==> config.mk <==
export PLATFORM = sky130hd
export DESIGN_NAME = pcie_h2c_framer
export DESIGN_NICKNAME = d
export VERILOG_FILES = /design/src/rtl/pcie_h2c_framer.sv
export SDC_FILE = /design/constraint.sdc
export NUM_CORES = 1
export LEC_CHECK = 0
export ABC_AREA = 0
export BUFFER_PORTS_ARGS = -buffer_cell sky130_fd_sc_hd__buf_2
export CAP_MARGIN = 10
export CORE_AREA = 2 2 262 264
export DETAILED_ROUTE_END_ITERATION = 16
export DIE_AREA = 0 0 264 266
export GPL_ROUTABILITY_DRIVEN = 0
export GPL_TIMING_DRIVEN = 0
export SLEW_MARGIN = 20
export SYNTH_ARGS = -nofsm -noshare
export SYNTH_HDL_FRONTEND = slang
export SYNTH_SLANG_ARGS = --single-unit
==> constraint.sdc <==
create_clock -name axi_aclk -period 5.3 [get_ports axi_aclk]
set_input_delay 0.53 -clock axi_aclk [delete_from_list [all_inputs] [get_ports axi_aclk]]
set_output_delay 0.53 -clock axi_aclk [all_outputs]
set_load 0.02 [all_outputs]
==> src/rtl/pcie_h2c_framer.sv <==
// H2C framer: strips a magic/length/opcode header beat and forwards the payload through one register stage.
// Optional statistics counters are built only when PCIE_H2C_FRAMER_STATS_EN is defined.
module pcie_h2c_framer #(
   parameter logic [15:0] MAGIC   = 16'h4B56,
   parameter int          MAX_LEN = 4096
) (
   input  logic         axi_aclk,
   input  logic         axi_aresetn,
   input  logic [255:0] s_axis_tdata,
   input  logic [31:0]  s_axis_tkeep,
   input  logic         s_axis_tlast,
   input  logic         s_axis_tvalid,
   output logic         s_axis_tready,
   output logic [255:0] m_axis_tdata,
   output logic [31:0]  m_axis_tkeep,
   output logic         m_axis_tlast,
   output logic         m_axis_tvalid,
   input  logic         m_axis_tready,
   output logic [15:0]  m_axis_tuser,
   output logic         m_axis_terr,
   output logic [31:0]  stat_frames,
   output logic [31:0]  stat_errors
);

   typedef enum logic [1:0] {HDR, PAY, DROP} state_t;

   localparam logic [16:0] MAX_LEN_W = 17'(MAX_LEN);

   state_t      state;
   logic [11:0] beat_cnt;
   logic [31:0] last_keep;
   logic [15:0] opcode;

   logic [15:0] hdr_magic;
   logic [15:0] hdr_len;
   logic [15:0] hdr_op;
   logic        hdr_ok;
   logic        out_free;
   logic        accept;
   logic        last_beat;
   logic [11:0] hdr_beats;
   logic [31:0] hdr_keep;

   assign hdr_magic = s_axis_tdata[15:0];
   assign hdr_len   = s_axis_tdata[31:16];
   assign hdr_op    = s_axis_tdata[47:32];
   assign hdr_ok    = (hdr_magic == MAGIC) && (hdr_len != 16'd0) &&
                      ({1'b0, hdr_len} <= MAX_LEN_W) && !s_axis_tlast;
   assign hdr_beats = {1'b0, hdr_len[15:5]} + {11'd0, |hdr_len[4:0]};
   assign hdr_keep  = (hdr_len[4:0] == 5'd0) ? 32'hFFFF_FFFF
                                             : ((32'h1 << hdr_len[4:0]) - 32'd1);

   // DROP sinks beats regardless of the output stage; ready is held low throughout reset
   assign out_free      = !m_axis_tvalid || m_axis_tready;
   assign s_axis_tready = axi_aresetn && ((state == DROP) || out_free);
   assign accept        = s_axis_tvalid && s_axis_tready;
   assign last_beat     = (beat_cnt == 12'd1);

   always_ff @(posedge axi_aclk or negedge axi_aresetn) begin
      if (!axi_aresetn) begin
         state         <= HDR;
         beat_cnt      <= '0;
         last_keep     <= '0;
         opcode        <= '0;
         m_axis_tvalid <= 1'b0;
         m_axis_tdata  <= '0;
         m_axis_tkeep  <= '0;
         m_axis_tlast  <= 1'b0;
         m_axis_terr   <= 1'b0;
         m_axis_tuser  <= '0;
      end else begin
         if (m_axis_tvalid && m_axis_tready)
            m_axis_tvalid <= 1'b0;
         if (accept) begin
            case (state)
               HDR: begin
                  if (hdr_ok) begin
                     opcode    <= hdr_op;
                     beat_cnt  <= hdr_beats;
                     last_keep <= hdr_keep;
                     state     <= PAY;
                  end else if (!s_axis_tlast) begin
                     state <= DROP;
                  end
               end
               PAY: begin
                  m_axis_tvalid <= 1'b1;
                  m_axis_tdata  <= s_axis_tdata;
                  m_axis_tuser  <= opcode;
                  beat_cnt      <= beat_cnt - 12'd1;
                  // The expected final beat always closes the output frame, even if the input runs on
                  if (last_beat) begin
                     m_axis_tlast <= 1'b1;
                     m_axis_terr  <= !s_axis_tlast;
                     m_axis_tkeep <= s_axis_tlast ? last_keep : s_axis_tkeep;
                     state        <= s_axis_tlast ? HDR : DROP;
                  end else begin
                     m_axis_tlast <= s_axis_tlast;
                     m_axis_terr  <= s_axis_tlast;
                     m_axis_tkeep <= s_axis_tkeep;
                     if (s_axis_tlast)
                        state <= HDR;
                  end
               end
               DROP: begin
                  if (s_axis_tlast)
                     state <= HDR;
               end
               default: state <= HDR;
            endcase
         end
      end
   end

`ifdef PCIE_H2C_FRAMER_STATS_EN
   logic [31:0] frames_q;
   logic [31:0] errors_q;
   logic        good_end;
   logic        bad_end;

   assign good_end = accept && (state == PAY) && last_beat && s_axis_tlast;
   assign bad_end  = accept && (((state == HDR) && !hdr_ok) ||
                                ((state == PAY) && (last_beat != s_axis_tlast)));

   always_ff @(posedge axi_aclk or negedge axi_aresetn) begin
      if (!axi_aresetn) begin
         frames_q <= '0;
         errors_q <= '0;
      end else begin
         if (good_end)
            frames_q <= frames_q + 32'd1;
         if (bad_end)
            errors_q <= errors_q + 32'd1;
      end
   end

   assign stat_frames = frames_q;
   assign stat_errors = errors_q;
`else
   assign stat_frames = 32'd0;
   assign stat_errors = 32'd0;
`endif

endmodule

Yosys cells after proc, flatten, opt, wreduce, memory -nomap -nowiden
Cells that the tools add are included.
Widths: inputs -> output; s select.
{ "classes": {"addsub": 3, "magnitude_cmp": 1, "eq_ne": 6, "shift": 1, "n_mux": 16, "reduce_logical": 19} }
{ "op_table": {"columns": ["op", "count"], "rows": [
  ["$mux 32", 3],
  ["$shl 1x5->32 const A", 1],
  ["$sub 32x1->32 const B", 1],
  ["$pmux 12 s2", 1],
  ["$eq 16x15->1 const B", 1],
  ["$le 16x13->1 const B", 1],
  ["$reduce_bool 16->1", 1],
  ["$add 11x1->12", 1],
  ["$eq 12x1->1 const B", 1],
  ["$mux 12", 1],
  ["$sub 12x1->12 const B", 1],
  ["$mux 2", 5],
  ["$logic_and 1x1->1", 6],
  ["$pmux 2 s3", 1],
  ["$reduce_and 3->1", 2],
  ["$logic_not 5->1", 1],
  ["$mux 1", 5],
  ["$reduce_or 5->1", 1],
  ["$reduce_and 2->1", 2],
  ["$ne 3x3->1 const B", 1],
  ["$eq 2x1->1 const B", 1],
  ["$eq 2x2->1 const B", 1],
  ["$logic_not 1->1", 2],
  ["$logic_not 2->1", 1],
  ["3 further kinds", 4]
]} }
{ "totals": {"regBits": 369, "inputBits": 293, "output_inout_bits": 372} }

Logic depth before layout (Yosys ltp)
{ "logic_depth": {"ltp_word": 6, "depth_mapped": 13, "depth_no_buf": 11} }

Worst setup path before layout
No wires, ideal clock.
{ "synth_path": {"path_type": "input port to flip-flop", "startpoint": "in s_axis_tdata[20]", "endpoint": "reg last_keep[8]", "setup_ps": 125, "arrival_time_ps": 2547, "slack_ps": 2629, "stages": 11, "n_path_buf": 4, "path_cell_list": "clkbuf_1 or2_2 nor2_1 clkbuf_1 inv_1 ha_1 clkbuf_1 clkbuf_1 a21oi_1 a21oi_1 mux2_2"} }
{ "synth_via": {"elab_chain_len": 5} }
{ "synth_lines": {"columns": ["item", "line_no", "rtl"], "rows": [
  ["from (decl)", "9", "input logic [255:0] s_axis_tdata,"],
  ["parallel branches: the longest is 5 deep, another holds $sub 32x1->32", null, null],
  ["to (signal assigned)", "80", "last_keep <= hdr_keep;"],
  ["to (decl)", "31", "logic [31:0] last_keep;"]
]} }
Parallel ways; which one is timed is not known.
A chain may end at the register's enable or synchronous reset.

Final worst setup path
{ "layout_path": {"startpoint": "in axi_aresetn", "endpoint": "reg m_axis_tdata[60]"} }
{ "layout_via": {"elab_chain_len": 3} }
{ "layout_lines": {"columns": ["item", "line_no", "rtl"], "rows": [
  ["from (decl)", "8", "input logic axi_aresetn,"],
  ["$logic_and 1x1->1", "55", "assign s_axis_tready = axi_aresetn && ((state == DROP) || out_free);"],
  ["$logic_and 1x1->1", "56", "assign accept = s_axis_tvalid && s_axis_tready;"],
  ["$reduce_and 2->1 (no source line)", null, null],
  ["to (signal assigned)", "88", "m_axis_tdata <= s_axis_tdata;"],
  ["to (decl)", "14", "output logic [255:0] m_axis_tdata,"]
]} }
No other way between the ends.

==> impl_metrics.ini <==
[clocking]
cts_tree = yes
cts_sinks = 369
h-tree-depth = 2
cts_max_path_buffers = 3
clockRootBuffer = clkbuf_16
clk_pin_slew_ps = 60
clock_latency_ps = 560
cts_made_buffers = 43
postCtsSetupRepairBufs = 0
ctsResizeCount = 0

[grt]
antenna_found_initial = 3
grt_overflow_total = 0
grt_use_total_pct = 15.38
grt_pass1_vias = 13820
grt_max_degree = 94
grt_pass1_wl_mm = 84.01

[detailed_routing]
dr_total_vias = 14160
drc = 0
via_per_inst = 4.204
drt_iter0_drc = 816
ant_nets = 0
drt_wl_total_mm = 55.99
routedWlPerCell_microns = 16.62
first_pass_iters = 5

[outcome]
outcome = complete, no violations

[placement]
placedCellCount = 3290
dp_hpwl_mm = 42.60
placed_area_sq_um = 20180
port_buffers = 598

[setup_path]
criticalPathCategory = input port to flip-flop
cp_data_arrival_time_ps = 4670
critPathMaxStageDelay_ps = 770
critical_path.slowest_cell = clkbuf_1
cp_max_fo = 93
crit_top_cell = nand2_1
crit_required_ps = 5800
path_cells = dlygate4sd3_1 -> buf_8 -> buf_16 -> nand2_1 -> a21o_1 -> nor2_1 -> clkbuf_1 -> clkbuf_1 -> buf_2 -> nand2_1 -> nand2_1
startpoint_type = input port
cp-end-kind = flip-flop

[min_path]
holdCritPathClass = input port to flip-flop

[logic_synthesis]
synth_cell_types = 65
synth.area.top_cells = dfrtp_1 (59%), nand2_1 (21%), buf_4 (3.2%), mux2i_1 (2.1%), clkbuf_1 (1.8%)
synth_ff_type = dfrtp_1
async_flop_share_pct = 100.0
avgSynthCellArea_sq_um = 9.021
synth-seq-cells = 369
syn_area_sq_um = 15720
synth_edf_count = 0
syn_inst = 1743
yosys.area.top_type = dfrtp_1
ys_seq_area_share_pct = 58.73
yosysWarnings = 0
synth_top_area_share_pct = 58.73

[die]
io_pins = 665
core_sq_um = 67750
dieWidth_microns = 264
start_util_pct = 23.21
dieArea_sq_um = 70220
row_count = 96
chipHeight_microns = 266

[sta]
finalCritPeriodShare_pct = 78.62
slew_viol_final = 0
setup_viol_count_final = 0
setup_tns_ps = 0
max_slew.worst_pin.slew_ps = 1005
fin_worst_hold_slack_ps = 153.8
max_slew_margin_pct = 33.02
clock_skew_ps = 13.25
hold_violations = 0
period_minus_slack_ps = 4167
rsz0062_at_grt = no
max_clock_freq_ghz = 0.2400

[cells_and_area]
final_area_sq_um = 21690
layout-drive-gt1-share_pct = 31.72
fin_cells = 3369
postLayoutCoreUtil_pct = 32.02
final_net_count = 2753
nFillCells = 7222
area_growth_syn_to_layout_pct = 37.96

[run]
maxCapViolations = 0

[power]
leakagePower_nw = 12.41
ir_worst_vdd_mv = 0.2117
p_per_area_nw_per_um2 = 308.5
## flip-flops by register name, indices dropped and copies added, names as in the netlist
signal         cells
opcode            16
m_axis_terr        1
m_axis_tvalid      1
state              2
m_axis_tlast       1
beat_cnt          12
m_axis_tkeep      32
last_keep         32
m_axis_tdata     256
m_axis_tuser      16
## report_power, final
part	internal (mW)	leakage, nW	switching (mW)
Sequential	2.89	4.99	0.0434
Clock	1.92	0.736	1.23
Combinational	0.223	6.69	0.375
Total	5.04	12.4	1.65
## kinds of logic (layout without fill, tap and decap cells)
| family | after synthesis | count (layout) | share of synthesized area [%] |
|---|---|---|---|
| other | 1 | 67 | 0.02385 |
| xor gates and xnor gates | 7 | 7 | 0.3899 |
| AOI/OAI and AO/OA | 147 | 147 | 5.730 |
| buffers and inverters | 173 | 851 | 6.255 |
| DFF | 369 | 369 | 58.73 |
| muxes | 53 | 53 | 3.533 |
| and+or+nand+nor | 987 | 987 | 24.87 |
| adders and majority gates | 6 | 6 | 0.4774 |
## timing repair
| action | 4_1_cts | 5_1_grt |
|---|---|---|
| endpoints found under the setup margin | 0 | 0 |
| hold endpoints to repair | 33 | 0 |
| hold buffers | 1 | 0 |
## routing by layer
layer | vias to the layer above | wire length, microns | global-route usage, %
met3 | 85 | 3801 | 3.965
met4 | 0 | 1460 | 4.607
met5 | - | 0 | 0
li1 | 6845 | - | -
met1 | 6729 | 23330 | 19.18
met2 | 503 | 27400 | 26.12
## layout by cell type, fill, tap and decap left out, types with 3 or more instances in the layout
master / count
o31ai_1: 3
o21ai_0: 18
bufinv_16: 5
a21o_1: 3
ha_1: 6
clkbuf_8: 9
nor3_1: 14
buf_16: 4
conb_1: 64
buf_12: 3
clkinv_2: 5
and3_1: 6
or3_1: 5
o21a_1: 5
o21ai_1: 27
or2_2: 3
nor2b_1: 4
nand4_1: 4
nand2_1: 864
xnor2_1: 4
clkbuf_16: 45
o211ai_1: 6
a31oi_1: 11
nand3_1: 15
o22ai_1: 3
nand2b_1: 7
mux2_2: 20
clkbuf_1: 81
a21oi_1: 43
buf_2: 609
nor2_1: 49
mux2i_1: 33
dfrtp_1: 369
o22a_1: 4
xor2_1: 3
o21ai_2: 3
o221ai_1: 3
buf_4: 68
diode_2: 3
inv_1: 10
## cell usage after synthesis (5+ instances only)
library cell    n
buf_2          12
buf_4          68
or3_1           5
dfrtp_1       369
o21ai_1        27
nand2b_1        7
o211ai_1        6
and3_1          6
clkbuf_1       75
nor2_1         49
ha_1            6
a31oi_1        11
nand3_1        15
mux2_2         20
nand2_1       864
mux2i_1        33
a21oi_1        43
o21ai_0        18
o21a_1          5
inv_1          10
nor3_1         14
## per-stage QoR
stage / setup WS (ps) / total power, mW
3_3_place_gp: -5444 / 3.575
4_1_cts: 801.8 / 6.788
3_5_place_dp: 796.0 / 3.587
5_1_grt: 597.6 / 6.966
2_1_floorplan: 2629 / 3.267
6_report: 1133 / 6.691
## final timing paths
| check | start | to | slack [ps] | cells past startpoint |
|---|---|---|---|---|
| setup / recovery | axi_aresetn | m_axis_tdata[60] | 1130 | 11 |
| hold / removal | s_axis_tdata[230] | m_axis_tdata[230] | 150 | 3 |
| setup reg to reg | state[0] | m_axis_tdata[60] | 1940 | 8 |
| hold reg to reg | opcode[8] | m_axis_tuser[8] | 460 | 2 |
| max in group asynchronous | axi_aresetn | m_axis_tdata[157] | 3610 | 4 |
| min in group asynchronous | axi_aresetn | m_axis_tdata[23] | 450 | 2 |
## area by class of cell
class                   count  area, sq um  area share (%)
flip-flops and latches    369         9234           42.57
multi-input cells        1264         5743           26.48
repair buffers            603         3123           14.40
clock buffers              61         1276           5.883
well taps                 882         1104           5.087
plain buffers             162        943.4           4.349
clock inverters            14        220.2           1.015
inverters                  11        41.29          0.1903
diodes                      3        7.507         0.03461
## critical path: cells and delay by family
family,cells,cell delay (ps)
buffers and inverters,6,3130
AO/OA/AOI/OAI,1,260
AND/OR/NAND/NOR,4,630
Power figures use the tool's default switching activity.
